===== src/rtl/home_inventory_pkg.sv =====
// home_inventory_pkg: shared constants, capture state type and channel clamp helper
package home_inventory_pkg;

    localparam int ADC_SAMPLE_W   = 24;
    localparam int ADC_NUM_CH_MAX = 4;
    localparam int ADC_TP_BASE    = 'h1000;

    typedef enum logic [2:0] {
        IDLE,
        ARMED,
        CS_SETUP,
        SHIFT,
        CS_HOLD
    } cap_state_e;

    // Zero channels means one; anything above the physical count is clamped
    function automatic logic [3:0] clamp_ch(input logic [3:0] n, input logic [3:0] max_ch);
        return (n == 4'd0) ? 4'd1 : (n > max_ch) ? max_ch : n;
    endfunction

endpackage


===== src/rtl/home_inventory_sync2.sv =====
// home_inventory_sync2: two-flop synchronizer with configurable reset value
module home_inventory_sync2 #(
    parameter logic RST_VAL = 1'b0
) (
    input  logic clk_i,
    input  logic rst_i,
    input  logic d_i,
    output logic q_o
);

    logic [1:0] ff_q;

    // Shift the asynchronous input through two flops
    always_ff @(posedge clk_i) begin
        if (rst_i) ff_q <= {2{RST_VAL}};
        else       ff_q <= {ff_q[0], d_i};
    end

    assign q_o = ff_q[1];

endmodule


===== src/rtl/home_inventory_adc_capture.sv =====
// home_inventory_adc_capture: SPI frame capture for the load-cell ADC; HOME_INVENTORY_ADC_TEST_PATTERN_EN substitutes a frame-counter pattern for adc_miso
module home_inventory_adc_capture
    import home_inventory_pkg::*;
#(
    parameter int NUM_CH_MAX = ADC_NUM_CH_MAX,
    parameter int SAMPLE_W   = ADC_SAMPLE_W,
    parameter int SCLK_DIV   = 2
) (
    input  logic        wb_clk_i,
    input  logic        wb_rst_i,
    input  logic        enable,
    input  logic        start,
    input  logic [3:0]  num_ch,
    input  logic        adc_drdy_n,
    input  logic        adc_miso,
    output logic        adc_sclk,
    output logic        adc_cs_n,
    output logic        sample_valid,
    output logic [1:0]  sample_ch,
    output logic [31:0] sample_data,
    output logic        frame_done,
    output logic        busy,
    output logic [7:0]  overrun_cnt
);

    localparam int DW = (SCLK_DIV > 1) ? $clog2(SCLK_DIV) : 1;
    localparam int BW = $clog2(SAMPLE_W);
    localparam logic [DW-1:0] DIV_LAST = DW'(SCLK_DIV - 1);
    localparam logic [BW-1:0] BIT_LAST = BW'(SAMPLE_W - 1);
    localparam logic [3:0]    MAX_CH   = 4'(NUM_CH_MAX);

    cap_state_e          state_q, state_d;
    logic [DW-1:0]       div_q, div_d;
    logic [BW-1:0]       bit_q, bit_d;
    logic [3:0]          ch_q, ch_d;
    logic [3:0]          eff_q, eff_d;
    logic [SAMPLE_W-1:0] shift_q, shift_d;
    logic                sclk_q, sclk_d;
    logic                cs_n_q, cs_n_d;
    logic                oneshot_q, oneshot_d;
    logic [7:0]          ovr_q, ovr_d;
    logic                valid_q, valid_d;
    logic [1:0]          sch_q, sch_d;
    logic [31:0]         sdata_q, sdata_d;
    logic                done_q, done_d;
    logic                drdy_s, drdy_prev_q, drdy_evt;
    logic                div_last, in_frame, abort, bit_in;
    logic [DW-1:0]       div_nxt;
    logic [SAMPLE_W-1:0] word;

    home_inventory_sync2 #(.RST_VAL(1'b1)) u_drdy_sync (
        .clk_i (wb_clk_i),
        .rst_i (wb_rst_i),
        .d_i   (adc_drdy_n),
        .q_o   (drdy_s)
    );

`ifdef HOME_INVENTORY_ADC_TEST_PATTERN_EN
    logic [11:0]         seq_q, seq_d;
    logic [SAMPLE_W-1:0] pat;
    logic                unused_miso;
    assign unused_miso = adc_miso;
    assign pat    = SAMPLE_W'(ADC_TP_BASE) + SAMPLE_W'(seq_q);
    assign bit_in = pat[BIT_LAST - bit_q];
`else
    assign bit_in = adc_miso;
`endif

    assign drdy_evt = drdy_prev_q & ~drdy_s;
    assign div_last = div_q == DIV_LAST;
    assign div_nxt  = div_last ? '0 : div_q + 1'b1;
    assign in_frame = state_q inside {CS_SETUP, SHIFT, CS_HOLD};
    assign abort    = in_frame && !enable && !oneshot_q;
    assign word     = {shift_q[SAMPLE_W-2:0], bit_in};

    // Next-state, SPI pin and sample strobe logic; abort overrides everything in flight
    always_comb begin
        state_d   = state_q;
        div_d     = div_q;
        bit_d     = bit_q;
        ch_d      = ch_q;
        eff_d     = eff_q;
        shift_d   = shift_q;
        sclk_d    = sclk_q;
        cs_n_d    = cs_n_q;
        oneshot_d = oneshot_q;
        ovr_d     = (drdy_evt && in_frame && ovr_q != 8'hFF) ? ovr_q + 8'd1 : ovr_q;
        valid_d   = 1'b0;
        sch_d     = sch_q;
        sdata_d   = sdata_q;
        done_d    = 1'b0;
`ifdef HOME_INVENTORY_ADC_TEST_PATTERN_EN
        seq_d     = seq_q;
`endif
        unique case (state_q)
            IDLE: begin
                if (enable || start) begin
                    state_d   = ARMED;
                    oneshot_d = start;
                end
            end
            ARMED: begin
                if (drdy_evt) begin
                    state_d = CS_SETUP;
                    eff_d   = clamp_ch(num_ch, MAX_CH);
                    cs_n_d  = 1'b0;
                    div_d   = '0;
                    bit_d   = '0;
                    ch_d    = '0;
                end else if (!enable && !oneshot_q) begin
                    state_d = IDLE;
                end
            end
            CS_SETUP: begin
                div_d   = div_nxt;
                state_d = div_last ? SHIFT : CS_SETUP;
            end
            SHIFT: begin
                div_d = div_nxt;
                if (div_last) begin
                    sclk_d = !sclk_q;
                    if (sclk_q) begin
                        shift_d = word;
                        bit_d   = (bit_q == BIT_LAST) ? '0 : bit_q + 1'b1;
                        if (bit_q == BIT_LAST) begin
                            valid_d = 1'b1;
                            sch_d   = ch_q[1:0];
                            sdata_d = {{(32-SAMPLE_W){word[SAMPLE_W-1]}}, word};
                            ch_d    = ch_q + 4'd1;
                            state_d = (ch_q == eff_q - 4'd1) ? CS_HOLD : SHIFT;
                        end
                    end
                end
            end
            CS_HOLD: begin
                div_d = div_nxt;
                if (div_last) begin
                    cs_n_d    = 1'b1;
                    done_d    = 1'b1;
                    oneshot_d = 1'b0;
                    state_d   = enable ? ARMED : IDLE;
`ifdef HOME_INVENTORY_ADC_TEST_PATTERN_EN
                    seq_d     = seq_q + 12'd1;
`endif
                end
            end
            default: state_d = IDLE;
        endcase
        if (abort) begin
            state_d = IDLE;
            cs_n_d  = 1'b1;
            sclk_d  = 1'b0;
            valid_d = 1'b0;
            done_d  = 1'b0;
            sch_d   = sch_q;
            sdata_d = sdata_q;
        end
    end

    // State and datapath registers with synchronous reset
    always_ff @(posedge wb_clk_i) begin
        if (wb_rst_i) begin
            state_q     <= IDLE;
            div_q       <= '0;
            bit_q       <= '0;
            ch_q        <= '0;
            eff_q       <= 4'd1;
            shift_q     <= '0;
            sclk_q      <= 1'b0;
            cs_n_q      <= 1'b1;
            oneshot_q   <= 1'b0;
            ovr_q       <= '0;
            valid_q     <= 1'b0;
            sch_q       <= '0;
            sdata_q     <= '0;
            done_q      <= 1'b0;
            drdy_prev_q <= 1'b1;
`ifdef HOME_INVENTORY_ADC_TEST_PATTERN_EN
            seq_q       <= 12'd1;
`endif
        end else begin
            state_q     <= state_d;
            div_q       <= div_d;
            bit_q       <= bit_d;
            ch_q        <= ch_d;
            eff_q       <= eff_d;
            shift_q     <= shift_d;
            sclk_q      <= sclk_d;
            cs_n_q      <= cs_n_d;
            oneshot_q   <= oneshot_d;
            ovr_q       <= ovr_d;
            valid_q     <= valid_d;
            sch_q       <= sch_d;
            sdata_q     <= sdata_d;
            done_q      <= done_d;
            drdy_prev_q <= drdy_s;
`ifdef HOME_INVENTORY_ADC_TEST_PATTERN_EN
            seq_q       <= seq_d;
`endif
        end
    end

    assign adc_sclk     = sclk_q;
    assign adc_cs_n     = cs_n_q;
    assign sample_valid = valid_q;
    assign sample_ch    = sch_q;
    assign sample_data  = sdata_q;
    assign frame_done   = done_q;
    assign busy         = state_q != IDLE;
    assign overrun_cnt  = ovr_q;

endmodule


===== config.mk =====
export PLATFORM = sky130hd
export DESIGN_NAME = home_inventory_adc_capture
export DESIGN_NICKNAME = d
export VERILOG_FILES = /design/src/rtl/home_inventory_pkg.sv /design/src/rtl/home_inventory_sync2.sv /design/src/rtl/home_inventory_adc_capture.sv
export SDC_FILE = /design/constraint.sdc
export NUM_CORES = 1
export LEC_CHECK = 0
export CELL_PAD_IN_SITES_DETAIL_PLACEMENT = 1
export CELL_PAD_IN_SITES_GLOBAL_PLACEMENT = 1
export CORE_MARGIN = 3
export CORE_UTILIZATION = 40
export CTS_CLUSTER_SIZE = 16
export DETAILED_ROUTE_END_ITERATION = 16
export HOLD_SLACK_MARGIN = 0.03
export PLACE_DENSITY_LB_ADDON = 0.05
export SLEW_MARGIN = 15
export SYNTH_ARGS = -nofsm -noshare
export SYNTH_HDL_FRONTEND = slang
export SYNTH_SLANG_ARGS = --single-unit

===== constraint.sdc =====
create_clock -name wb_clk_i -period 2.4 [get_ports wb_clk_i]
set_input_delay 0.48 -clock wb_clk_i [delete_from_list [all_inputs] [get_ports wb_clk_i]]
set_output_delay 0.48 -clock wb_clk_i [all_outputs]
set_load 0.01 [all_outputs]

==> results.yml, run 1 <==
status:
  outcome: "finished, final reports clean"
layout:
  area_delta_synth_final_pct: 20.2
  stdcell_area_mm2: 0.00439
  fin_util_pct: 49.8
  num_antenna_cells: 0
  n_fill_cell: 1058
  instances_no_fill: 580
  multi_input_area_mm2: 0.00176
  register_area_mm2: 0.00164
  drive_gt1_share_pct: 9.53
  final_nets: 481
synthesis:
  synth_fp_nets: 443
  ys_types: 61
  yosys_warnings: 0
  ys.flop_type: "dfxtp_1"
  synth_most_common_cell: "dfxtp_1"
  synth_cells: 429
  synth_top_area_share_pct: 45.0
  async_flop_share_pct: 0
  ys_ff_latch: 82
  synth_edf_count: 0
  yosysSeqAreaShare_pct: 45.0
  yosys.area.top_type: "dfxtp_1"
  ys_top_cells_by_area: "dfxtp_1 (45%), a21oi_1 (8.1%), nand2_1 (6.1%)"
  syn_avg_cell_area_um2: 8.50
  syn_area_mm2: 0.00365
  synth_common_cells: "dfxtp_1 (82), a21oi_1 (59), nand2_1 (59)"
pwr:
  clkPwrFrac_pct: 38.4
  power_per_cell_area_mw_per_mm2: 554
  p_leak_nw: 1.48
  seq_power_share_pct: 57.0
  power.switching_fraction_pct: 25.6
  ir_drop_v: 0.000269
  internal_power_mw: 1.81
  comb_power_share_pct: 4.6
  finalPower_mw: 2.43
  p_sw_mw: 0.623
die:
  io_pins: 57
  fp.dieH_um: 101
  start_util_pct: 41.4
  dieArea_mm2: 0.0103
  rows: 34
  die_w_um: 101
  core_area_mm2: 0.00881
clock_network:
  ctsHtreeMaxLevel: 3
  cts.path.max_buffers: 2
  cts-buffers-inserted: 9
  clkLatencyLatePin_ns: 0.35
  cts_sinks: 82
  cts_root_buffer: "clkbuf_8"
  cts_tree: "done"
  clkSlewWorstSetupHoldPaths_ns: 0.08
drt:
  via_per_inst: 5.44
  wl_per_cell_um: 15.3
  antenna_left: 0
  drtIter0Drc: 122
  wl_met1_um: 4390
  vias: 3158
  finalWirelength_um: 8880
  wl_met3_um: 250
  wl_met2_um: 4120
  highest_layer: "met4"
  dr.pass1.iters: 4
  drc: 0
placed_design:
  port-buffer-count: 56
  hpwlAfterDp_um: 5910
  postPlaceCellArea_mm2: 0.00420
  dp.cells: 564
  gp_congestion: 0.727
setup_path:
  path_max_fanout: 15
  end_kind: "output port"
  cp.arrival_ns: 1.62
  start_kind: "register"
  worst_ep_required_time_ns: 1.92
  worstSetupPathType: "register to output port"
timing:
  tns_ns: 0
  fmax_mhz: 477
  worstMarginPinSlew_ns: 0.563
  fin_crit_ns: 2.10
  rsz0062_at_grt: "no"
  setup_viol: 0
  skew_ns: 0.0129
  max_slew_margin_pct: 62.5
  finalHoldViolations: 0
  fin_crit_sh_pct: 87.4
  finalMaxSlewViolations: 0
global_route:
  grt_overflow: 0
  grt_pass1_wl_um: 14800
  grt_max_degree: 58
  antenna_found_initial: 0
  grt_util_all_layers_pct: 17.8
  grt_pass1_vias: 3066
job:
  maxCapViolCount: 0
min_path:
  hold_class: "register to register"
-- path summary, 6_finish.rpt --
path | cells past startpoint | endpoint | slack [ns] | from
max | 3 | busy | 0.30 | state_q[1]
min | 1 | u_drdy_sync.ff_q[1] | 0.41 | u_drdy_sync.ff_q[0]
max reg2reg | 5 | bit_q[1] | 0.44 | state_q[2]
min reg2reg | 1 | u_drdy_sync.ff_q[1] | 0.41 | u_drdy_sync.ff_q[0]
-- timing repair --
item | 4_1_cts | 5_1_grt
endpoints found under the hold margin | 0 | 0
setup buffers | 0 | 0
resized for setup | 0 | 2
hold buffers | 0 | 0
endpoints found under the setup margin | 0 | 1
-- final cells by class --
type | count | share of cell area [%]
Clock inverter | 6 | 1.17
Clock buffer | 10 | 2.91
Tap cell | 108 | 3.08
Sequential cell | 82 | 37.5
Inverter | 8 | 0.685
Multi-Input combinational cell | 302 | 40.1
Timing Repair Buffer | 64 | 14.6
-- power groups by stage --
stage | logic, mW | registers (mW) | clock network (mW)
4_1_cts | 0.113 | 1.38 | 0.968
6_report | 0.112 | 1.38 | 0.932
3_3_place_gp | 0.110 | 1.41 | 0
5_1_grt | 0.124 | 1.39 | 1.03
2_1_floorplan | 0.0782 | 1.41 | 0
3_5_place_dp | 0.113 | 1.41 | 0
-- stage by stage --
stage          hold WS [ns]  setup WS [ns]
2_1_floorplan         0.389          0.689
3_3_place_gp          0.398          0.419
3_5_place_dp          0.398          0.363
4_1_cts               0.417         0.0754
5_1_grt               0.454          0.207
6_report              0.415          0.302
-- flip-flops by register name (all words and copies together) (netlist names), 2 cells and up --
signal,flops
sample_data,24
overrun_cnt,8
bit_q,5
u_drdy_sync.ff_q,2
eff_q,4
ch_q,4
state_q,3
sample_ch,2
shift_q,23
-- layout by cell type, fill, tap and decap left out, types with 6 or more instances in the layout --
cell / instances
a21oi_1: 59
o21ai_0: 29
o21ai_1: 9
inv_1: 8
clkdlybuf4s50_1: 55
buf_4: 6
nand3_1: 37
clkbuf_8: 9
dfxtp_1: 80
nor3_1: 9
nor2_1: 16
xor2_1: 6
nand2_1: 59
-- metal layers --
layer  global-route usage (%)  vias to the layer above
li1                         -                     1577
met1                     24.3                     1524
met2                     28.3                       48
met3                     3.10                        9
met4                     6.44                        0
met5                        0                        -
-- critical path: stages, from the launching register on --
cell             delay [ns]
dfxtp_2                0.41
nor2_1                 0.29
nand2_1                0.10
clkdlybuf4s50_1        0.48
-- logic make-up (layout without fill, tap and decap cells) --
kind of cell	Yosys count	after routing	share of synthesized area, %
fa+ha+maj	4	4	1.37
compound gates	127	127	21.3
xor+xnor	9	9	2.16
flops	82	82	45.0
mux	1	1	0.309
simple gates	161	161	23.1
buf+inv	45	88	6.83
(Power assumes the default switching activity.)
==> inputs of run 2 (changes only) <==
--- a/config.mk
+++ b/config.mk
@@ -8,7 +8,8 @@
 export CELL_PAD_IN_SITES_DETAIL_PLACEMENT = 1
 export CELL_PAD_IN_SITES_GLOBAL_PLACEMENT = 1
 export CORE_MARGIN = 3
-export CORE_UTILIZATION = 40
+export CORE_UTILIZATION = 35
+export CTS_BUF_LIST = sky130_fd_sc_hd__clkbuf_16
 export CTS_CLUSTER_SIZE = 16
 export DETAILED_ROUTE_END_ITERATION = 16
 export HOLD_SLACK_MARGIN = 0.03
==> run 2 against run 1 <==
  * Core utilization fell by 3.9 points
  * Sequential share of layout area fell by 1.5 points
  * Worst setup slack improved by 0.0090 ns
  * Critical path type unchanged
  * Highest routed layer unchanged
==> results.yml, run 2 (same netlist as run 1, synthesis figures left out) <==
global_route:
  grt_pass1_vias: 3275
  grt_max_degree: 57
  grt_pass1_wl_um: 16000
  grt_overflow: 0
  antenna_found_initial: 0
  grt_util_all_layers_pct: 16.9
timing:
  finalHoldViolations: 0
  max_slew_margin_pct: 63.8
  setup_viol: 0
  fin_crit_ns: 2.09
  tns_ns: 0
  worstMarginPinSlew_ns: 0.544
  rsz0062_at_grt: "no"
  fin_crit_sh_pct: 87.0
  skew_ns: 0.00727
  finalMaxSlewViolations: 0
  fmax_mhz: 479
placed_design:
  hpwlAfterDp_um: 6090
  postPlaceCellArea_mm2: 0.00424
  port-buffer-count: 56
  gp_congestion: 0.784
setup_path:
  reg2reg_slack_ns: 0.41
  worst_ep_required_time_ns: 1.92
  crit_chain: "nor2_1, nand2_1, clkdlybuf4s50_1"
  end_kind: "output port"
  worstSetupPathType: "register to output port"
  path_max_fanout: 15
  cp.arrival_ns: 1.61
  cpPeakStageDelay_ns: 0.48
  start_kind: "register"
  worst-path-buf-inv: 1
  crit_path_top_delay_cell: "clkdlybuf4s50_1"
  cp_top_family: "buffers and inverters"
drt:
  drtIter0Drc: 108
  wl_per_cell_um: 15.4
  drc: 0
  antenna_left: 0
  vias: 3204
  dr.pass1.iters: 4
  finalWirelength_um: 9360
  via_per_inst: 5.29
status:
  outcome: "finished, final reports clean"
die:
  dieArea_mm2: 0.0117
  start_util_pct: 36.6
  die_w_um: 108
  core_area_mm2: 0.00995
  io_pins: 57
  rows: 36
  fp.dieH_um: 108
layout:
  multi_input_area_mm2: 0.00176
  drive_gt1_share_pct: 9.51
  final_common_cell: "dfxtp_1"
  stdcell_area_mm2: 0.00456
  n_fill_cell: 1163
  register_area_mm2: 0.00164
  largest_reg_flops: 24
  area_delta_synth_final_pct: 25.1
  final_nets: 482
  num_antenna_cells: 0
  final_cell_mix: "dfxtp_1 (80), nand2_1 (59), a21oi_1 (59)"
pwr:
  p_leak_nw: 1.56
  seq_power_share_pct: 46.7
  internal_power_mw: 2.33
  p_sw_mw: 0.634
  ir_drop_v: 0.000394
  power.switching_fraction_pct: 21.4
  power_per_cell_area_mw_per_mm2: 649
  comb_power_share_pct: 3.8
  clkPwrFrac_pct: 49.5
clock_network:
  cts_sinks: 82
  ctsHtreeMaxLevel: 3
  post_cts_buffers: 0
  clkSlewWorstSetupHoldPaths_ns: 0.06
  cts.path.max_buffers: 2
  cts_tree: "done"
  postCtsResizedCells: 0
  cts_root_buffer: "clkbuf_16"
  cts-buffers-inserted: 9
  clkLatencyLatePin_ns: 0.33
  postCtsHoldBufs: 0
min_path:
  hold_class: "register to register"
job:
  maxCapViolCount: 0
[run 2: cell count changes in the layout (fill, tap and decap cells not counted), sizes merged]
| cell | before | now |
|---|---|---|
| buf | 9 | 10 |
| clkinvlp | 3 | 0 |
| clkbuf | 10 | 9 |
| clkinv | 1 | 3 |
| bufinv | 0 | 2 |
[run 2: power groups by stage]
stage               clock [mW]  combinational (mW)  sequential, mW
global placement             0               0.112            1.41
global route              1.56               0.125            1.39
floorplan                    0              0.0782            1.41
detailed placement           0               0.113            1.42
finish                    1.47               0.112            1.39
CTS                       1.50               0.114            1.38
[run 2: routing by layer]
metal | routed length [µm] | vias to the layer above | GRT usage (%)
li1 | - | 1576 | -
met1 | 4600 | 1568 | 23.2
met2 | 4370 | 50 | 27.4
met3 | 258 | 10 | 2.45
met4 | 131 | 0 | 5.68
met5 | 0 | - | 0
[run 2: layout make-up]
| class | count | share of cell area [%] |
|---|---|---|
| Inverter | 8 | 0.658 |
| Multi-Input combinational cell | 302 | 38.5 |
| Tap cell | 133 | 3.65 |
| Clock inverter | 7 | 2.06 |
| Sequential cell | 82 | 36.0 |
| Timing Repair Buffer | 65 | 14.2 |
| Clock buffer | 9 | 4.93 |
[run 2: worst paths after layout]
| kind | from | depth (start not counted) | endpoint |
|---|---|---|---|
| setup / recovery | state_q[1] | 3 | busy |
| hold / removal | u_drdy_sync.ff_q[0] | 1 | u_drdy_sync.ff_q[1] |
| setup reg to reg | bit_q[0] | 6 | sample_data[9] |
| hold reg to reg | u_drdy_sync.ff_q[0] | 1 | u_drdy_sync.ff_q[1] |
[run 2: per-stage QoR]
step	setup slack, ns	hold WS (ns)	std cells	total power, mW	util, %
floorplan	0.689	0.389	429	1.48	-
global placement	0.427	0.398	590	1.53	42.6
detailed placement	0.385	0.398	590	1.53	42.6
CTS	0.109	0.413	606	3.00	45.8
global route	0.209	0.440	606	3.07	45.9
finish	0.311	0.412	606	2.96	45.9
[run 2: worst register-to-register path: cells and delay by family (launching register included)]
family	cells	cell delay, ns
adder cells (fa/ha/maj)	1	0.26
buffers and inverters	1	0.27
AO/OA/AOI/OAI	2	0.27
AND/OR/NAND/NOR	2	0.71
flip-flops	1	0.37
